**src/rtl/ndp_job_sched.sv**
```systemverilog
// Round-robin job scheduler sharing one NDP_unit and its scratch-pad read port among NUM_REQ requesters.
// Optional calc watchdog: define NDP_SCHED_WATCHDOG_EN.
module ndp_job_sched #(
  parameter int NUM_REQ      = 4,
  parameter int BUFFER_SIZE  = 5,
  parameter int CHUNK_W      = 6,
  parameter int ADDR_W       = 3,
  parameter int CALC_TIMEOUT = 1023
) (
  input  logic                       clk,
  input  logic                       reset,
  input  logic [NUM_REQ-1:0]         req_valid,
  input  logic [NUM_REQ*CHUNK_W-1:0] req_chunks,
  input  logic [NUM_REQ-1:0]         req_last,
  output logic [NUM_REQ-1:0]         req_ready,
  output logic [NUM_REQ-1:0]         psum_done,
  output logic [ADDR_W-1:0]          buf_addr,
  output logic                       ndp_lock,
  output logic                       ndp_in_done,
  output logic                       ndp_reset,
  input  logic                       ndp_calc_done,
  output logic                       res_valid,
  output logic [2:0]                 res_id,
  input  logic                       res_ready,
  output logic                       busy,
  output logic                       err_clamp,
  output logic                       err_timeout
);
  typedef enum logic [2:0] {IDLE, ACCEPT, URST, FEED, WAIT_CALC, RESULT} st_e;

  st_e                st_q;
  logic [2:0]         rr_q, own_q, sel_q, res_id_q;
  logic               own_vld_q, last_q;
  logic [CHUNK_W-1:0] cnt_q, k_q;
  logic [NUM_REQ-1:0] req_ready_q, psum_done_q;
  logic [ADDR_W-1:0]  buf_addr_q;
  logic               lock_q, in_done_q, nreset_q, res_valid_q, busy_q, clamp_q;

  // Pad per-requester inputs to 8 entries so 3-bit indices stay in range.
  logic [CHUNK_W-1:0] chk [8];
  logic [7:0]         vld_pad, last_pad;
  for (genvar g = 0; g < 8; g++) begin : g_pad
    if (g < NUM_REQ) begin : g_on
      assign chk[g] = req_chunks[g*CHUNK_W +: CHUNK_W];
    end else begin : g_off
      assign chk[g] = '0;
    end
  end
  assign vld_pad  = 8'(req_valid);
  assign last_pad = 8'(req_last);

  logic [CHUNK_W-1:0] sel_chk, clamped;
  logic               over;
  assign sel_chk = chk[sel_q];
  assign over    = sel_chk > CHUNK_W'(BUFFER_SIZE);
  assign clamped = over ? CHUNK_W'(BUFFER_SIZE) : sel_chk;

  logic [2:0] rr_nxt;
  assign rr_nxt = (own_q == 3'(NUM_REQ-1)) ? 3'd0 : own_q + 3'd1;

  logic       pick_vld;
  logic [2:0] pick_idx;
  logic [3:0] c;
  always_comb begin
    pick_vld = 1'b0;
    pick_idx = '0;
    c        = '0;
    for (int j = 0; j < NUM_REQ; j++) begin
      c = {1'b0, rr_q} + 4'(j);
      if (c >= 4'(NUM_REQ)) c = c - 4'(NUM_REQ);
      if (!pick_vld && vld_pad[c[2:0]]) begin
        pick_vld = 1'b1;
        pick_idx = c[2:0];
      end
    end
  end

`ifdef NDP_SCHED_WATCHDOG_EN
  localparam int WD_W = $clog2(CALC_TIMEOUT + 1);
  logic [WD_W-1:0] wd_q;
  logic            tmo_q;
`endif

  always_ff @(posedge clk) begin
    if (reset) begin
      st_q        <= IDLE;
      rr_q        <= '0;
      own_q       <= '0;
      own_vld_q   <= 1'b0;
      sel_q       <= '0;
      cnt_q       <= '0;
      k_q         <= '0;
      last_q      <= 1'b0;
      req_ready_q <= '0;
      psum_done_q <= '0;
      buf_addr_q  <= '0;
      lock_q      <= 1'b1;
      in_done_q   <= 1'b0;
      nreset_q    <= 1'b1;
      res_valid_q <= 1'b0;
      res_id_q    <= '0;
      busy_q      <= 1'b0;
      clamp_q     <= 1'b0;
`ifdef NDP_SCHED_WATCHDOG_EN
      wd_q        <= '0;
      tmo_q       <= 1'b0;
`endif
    end else begin
      req_ready_q <= '0;
      psum_done_q <= '0;
      nreset_q    <= 1'b0;
`ifdef NDP_SCHED_WATCHDOG_EN
      tmo_q       <= 1'b0;
`endif
      case (st_q)
        IDLE: begin
          if (own_vld_q) begin
            if (vld_pad[own_q]) begin
              sel_q       <= own_q;
              req_ready_q <= NUM_REQ'(1) << own_q;
              st_q        <= ACCEPT;
            end
          end else if (pick_vld) begin
            sel_q       <= pick_idx;
            req_ready_q <= NUM_REQ'(1) << pick_idx;
            st_q        <= ACCEPT;
          end
        end
        ACCEPT: begin
          cnt_q  <= clamped;
          last_q <= last_pad[sel_q];
          if (over) clamp_q <= 1'b1;
          if (own_vld_q) begin
            k_q        <= '0;
            buf_addr_q <= '0;
            lock_q     <= (clamped == '0);
            st_q       <= FEED;
          end else begin
            own_q     <= sel_q;
            own_vld_q <= 1'b1;
            busy_q    <= 1'b1;
            nreset_q  <= 1'b1;
            lock_q    <= 1'b1;
            in_done_q <= 1'b0;
            st_q      <= URST;
          end
        end
        URST: begin
          k_q        <= '0;
          buf_addr_q <= '0;
          lock_q     <= (cnt_q == '0);
          st_q       <= FEED;
        end
        FEED: begin
          if (k_q + CHUNK_W'(1) < cnt_q) begin
            k_q        <= k_q + CHUNK_W'(1);
            buf_addr_q <= ADDR_W'(k_q + CHUNK_W'(1));
          end else begin
            lock_q     <= 1'b1;
            buf_addr_q <= '0;
            if (last_q) begin
              in_done_q <= 1'b1;
              st_q      <= WAIT_CALC;
`ifdef NDP_SCHED_WATCHDOG_EN
              wd_q      <= '0;
`endif
            end else begin
              psum_done_q <= NUM_REQ'(1) << own_q;
              st_q        <= IDLE;
            end
          end
        end
        WAIT_CALC: begin
          if (ndp_calc_done) begin
            res_valid_q <= 1'b1;
            res_id_q    <= own_q;
            st_q        <= RESULT;
          end
`ifdef NDP_SCHED_WATCHDOG_EN
          else if (wd_q == WD_W'(CALC_TIMEOUT - 1)) begin
            // Abandon the hung job: scrub the unit and let the next requester in.
            tmo_q     <= 1'b1;
            nreset_q  <= 1'b1;
            in_done_q <= 1'b0;
            busy_q    <= 1'b0;
            own_vld_q <= 1'b0;
            rr_q      <= rr_nxt;
            st_q      <= IDLE;
          end else begin
            wd_q <= wd_q + WD_W'(1);
          end
`endif
        end
        RESULT: begin
          if (res_ready) begin
            res_valid_q <= 1'b0;
            in_done_q   <= 1'b0;
            busy_q      <= 1'b0;
            own_vld_q   <= 1'b0;
            rr_q        <= rr_nxt;
            st_q        <= IDLE;
          end
        end
        default: st_q <= IDLE;
      endcase
    end
  end

  assign req_ready   = req_ready_q;
  assign psum_done   = psum_done_q;
  assign buf_addr    = buf_addr_q;
  assign ndp_lock    = lock_q;
  assign ndp_in_done = in_done_q;
  assign ndp_reset   = nreset_q;
  assign res_valid   = res_valid_q;
  assign res_id      = res_id_q;
  assign busy        = busy_q;
  assign err_clamp   = clamp_q;
`ifdef NDP_SCHED_WATCHDOG_EN
  assign err_timeout = tmo_q;
`else
  assign err_timeout = 1'b0;
`endif
endmodule
```
**config.mk**
```make
export PLATFORM = sky130hd
export DESIGN_NAME = ndp_job_sched
export DESIGN_NICKNAME = d
export VERILOG_FILES = /design/src/rtl/ndp_job_sched.sv
export SDC_FILE = /design/constraint.sdc
export NUM_CORES = 1
export LEC_CHECK = 0
export CAP_MARGIN = 20
export CORE_MARGIN = 1
export CORE_UTILIZATION = 65
export CTS_CLUSTER_SIZE = 24
export DETAILED_ROUTE_END_ITERATION = 7
export DONT_BUFFER_PORTS = 1
export PLACE_DENSITY = 0.81
export SETUP_SLACK_MARGIN = 0.05
export SLEW_MARGIN = 5
export SYNTH_ARGS = -nofsm -noshare
export SYNTH_HDL_FRONTEND = slang
export SYNTH_SLANG_ARGS = --single-unit
```
**constraint.sdc**
```tcl
create_clock -name clk -period 6.6 [get_ports clk]
set_clock_uncertainty 0.15 [all_clocks]
set_input_delay 1.32 -clock clk [delete_from_list [all_inputs] [get_ports clk]]
set_output_delay 1.32 -clock clk [all_outputs]
set_load 0.02 [all_outputs]
```
==> qor.csv <==
stage,metric,value,unit
cells_and_area,synth-to-layout area growth,3.12,%
clocking,clk sink count,46,
detailed_routing,wire per inst,16.3,microns
grt,vias in the first global route,1909,
yosys,#FFs+latches synth,46,
timing,Worst slew margin,0.637,
power_and_ir_drop,Sw Share,0.328,
setup_path,crit-path max cell delay,610,ps
flow_run,Max-cap violations,0,
detailed_routing,post-DR vias/cell,6.37,
status,status,finished clean,
detailed_routing,ANT nets after route,0,
placement,Post-DP Area,2510,sq um
setup_path,Crit. End Element,register,
yosys,Synth top cells by count,"dfxtp_1, nor2_1, nand2_1, a21oi_1, o21ai_0",
detailed_routing,Remaining DRCs,0,
placement,RD Place Congestion,0.920,
timing,Setup TNS,0,ps
timing,"Slew Viols, Final",0,
yosys,area share of the largest cell type after synthesis,0.364,
die,standard-cell rows,22,
die,initial core utilization,0.686,
yosys,synth warn,0,
yosys,number of synthesized flops with an enable pin,0,
power_and_ir_drop,worst vdd ir,0.157,mV
clocking,maximum root-to-sink buffer count,2,
timing,final worst path period need,3040,ps
cells_and_area,fin nets,333,
yosys,syn_area_per_cell,8.57,sq um
timing,unrepaired setup endpoints after global routing,false,
yosys,Syn Nets,343,
power_and_ir_drop,Power Internal,0.443,mW
cells_and_area,proportion of layout cells with a drive suffix above 1,0.0804,
grt,first-pass GRT wire length,8.91,mm
clocking,Clock Tree Root,clkbuf_8,
setup_path,crit path kind,register to register,
timing,worst hold margin,335,ps
setup_path,"critical path, cell by cell",inv_1 > ha_1 > mux4_2 > a221oi_2 > o211a_1 > a211oi_1 > or4_1 > o311ai_1,
die,IO Count,57,
yosys,count of different cell masters after synthesis,56,
clocking,CTS tree,yes,
setup_path,CP startpoint,rr_q[0],
detailed_routing,DR vias,2129,
placement,port buffer count,0,
clocking,# Post-CTS Setup Buffers,0,
yosys,cell area after synthesis,2530,sq um
clocking,hold_buf cts,0,
power_and_ir_drop,Net Sw Power,0.216,mW
clocking,Resized cells post-CTS,0,
clocking,cts bufs inserted,5,
die,Die Area,4140,sq um
power_and_ir_drop,sequential power share,0.523,
clocking,"Clk Latency, worst-skew pair",300,ps
power_and_ir_drop,Gate power share,0.198,
yosys,prevailing post-synth register cell,dfxtp_1,
detailed_routing,Total Routed Length,5.45,mm
placement,Place WS,3460,ps
power_and_ir_drop,LEAKAGE,0.944,nW
yosys,Synth area leader,dfxtp_1,
clocking,clock slew at reported path FFs,90,ps
grt,initial antenna violation count,0,
timing,setup violators final,0,
setup_path,Buf/Inv on CP,1,
die,core area,3690,sq um
timing,Worst-Margin Slew,545,ps
power_and_ir_drop,Total Power,0.659,mW
grt,largest net degree at the start of global routing,45,
yosys,register area share after synthesis,0.364,
timing,final worst-path cycle share,0.461,
clocking,Max H-tree Level,2,
yosys,Post-Syn Instances,295,
setup_path,critical path peak fanout,13,
setup_path,Worst Path Arrival,3100,ps
yosys,most frequent cell after synthesis,dfxtp_1,
cells_and_area,diode count,0,
timing,Final Hold Fails,0,
cells_and_area,final instance area,2610,sq um
setup_path,cell family with most CP delay,compound AO/OA/AOI/OAI gates,
die,die height,64.4,microns
power_and_ir_drop,Clock Power Share,0.279,
timing,final setup margin,3560,ps
setup_path,CP required,6660,ps
setup_path,CP max-delay cell,dfxtp_1,
setup_path,RR Startpoint,rr_q[0],
power_and_ir_drop,PwrDens,253,nW/um^2
setup_path,CP startpoint kind,register,
die,die width,64.4,microns
worst_hold_path,worst min-delay path category,register to register,
placement,hpwl dp,3.94,mm
worst_hold_path,Worst Hold Launch,cnt_q[5],
grt,grt total ovfl,0,
yosys,Area contributors post-synth,"dfxtp_1, ha_1, nor2_1, mux4_2, a21oi_1",
yosys,Synth async-reset ratio,0,
detailed_routing,Detailed Routing Iterations Pass 1,4,
detailed_routing,DR iter-0 viols,145,
grt,overall routing resource usage,0.282,
timing,fmax,329,MHz
[per-layer routing]
layer | global-route usage | up-vias | share of wire
met3 | 0.0607 | 6 | 0.077
met4 | 0.0750 | 0 | 0.0086
met2 | 0.445 | 93 | 0.46
li1 | - | 1040 | -
met5 | 0 | - | 0
met1 | 0.389 | 990 | 0.45
[power groups by stage]
| stage | clock network [mW] | logic (mW) | registers [mW] |
|---|---|---|---|
| floorplan | 0 | 0.127 | 0.330 |
| global placement | 0 | 0.127 | 0.350 |
| detailed placement | 0 | 0.130 | 0.350 |
| CTS | 0.185 | 0.131 | 0.344 |
| global route | 0.197 | 0.147 | 0.349 |
| finish | 0.184 | 0.131 | 0.345 |
[worst reg2reg max path: stages (launching register included)]
cell and delay (ps):
dfxtp_1 610, inv_1 150, ha_1 390, mux4_2 550, a221oi_2 310, o211a_1 210
a211oi_1 70, or4_1 410, o311ai_1 100
[metrics by stage]
stage | cells | util
floorplan | 295 | -
global placement | 326 | 0.681
detailed placement | 326 | 0.681
CTS | 334 | 0.707
global route | 334 | 0.707
finish | 334 | 0.707
[logic make-up (layout without fill, tap and decap cells)]
family | after synthesis | in the layout | synth area share
compound gates | 74 | 74 | 0.193
fa+ha+maj | 12 | 12 | 0.0594
mux | 15 | 15 | 0.0985
xor+xnor | 4 | 4 | 0.0139
flops | 46 | 46 | 0.364
other cells | 1 | 1 | 0.00148
simple gates | 116 | 116 | 0.224
buf+inv | 27 | 18 | 0.0450
[sequential cells by signal (all words and copies together), names as in the netlist, 3 cells and up]
name and count:
cnt_q 6, sel_q 3, buf_addr 3, k_q 6
req_ready 4, own_q 3, psum_done 4, res_id 3
rr_q 3, st_q 3
[final timing paths]
| kind | to | slack [ps] | cells past startpoint |
|---|---|---|---|
| hold reg to reg | cnt_q[5] | 340 | 2 |
| hold / removal | cnt_q[5] | 340 | 2 |
| setup reg to reg | sel_q[1] | 3560 | 8 |
| setup / recovery | sel_q[1] | 3560 | 8 |
[cells in the final DEF (no fill, tap or decap), types with 2 or more instances in the layout]
cell,n
dfxtp_1,46
nor2_1,37
nand2_1,26
a21oi_1,25
o21ai_0,14
nor3_1,13
ha_1,12
inv_1,10
nand3_1,6
nor3b_1,6
mux4_2,6
nand2b_1,6
clkbuf_8,6
and3_1,5
mux2i_1,5
nor2b_1,4
a22oi_1,4
or2_2,3
a211oi_1,3
a311oi_1,3
o211ai_1,3
xnor2_1,2
xor2_1,2
and2_1,2
o21a_1,2
a21o_1,2
mux2_2,2
nand3b_1,2
or3_1,2
o21bai_1,2
a41oi_1,2
[cell type report]
type | instances | area (sq um)
fill | 297 | 1080
sequential | 46 | 921
inverter | 10 | 37.5
tap | 48 | 60.1
clock inverter | 1 | 8.76
multi-input combinational | 222 | 1490
clock buffer | 7 | 86.3
No activity file was read; power rests on OpenSTA's default activity.
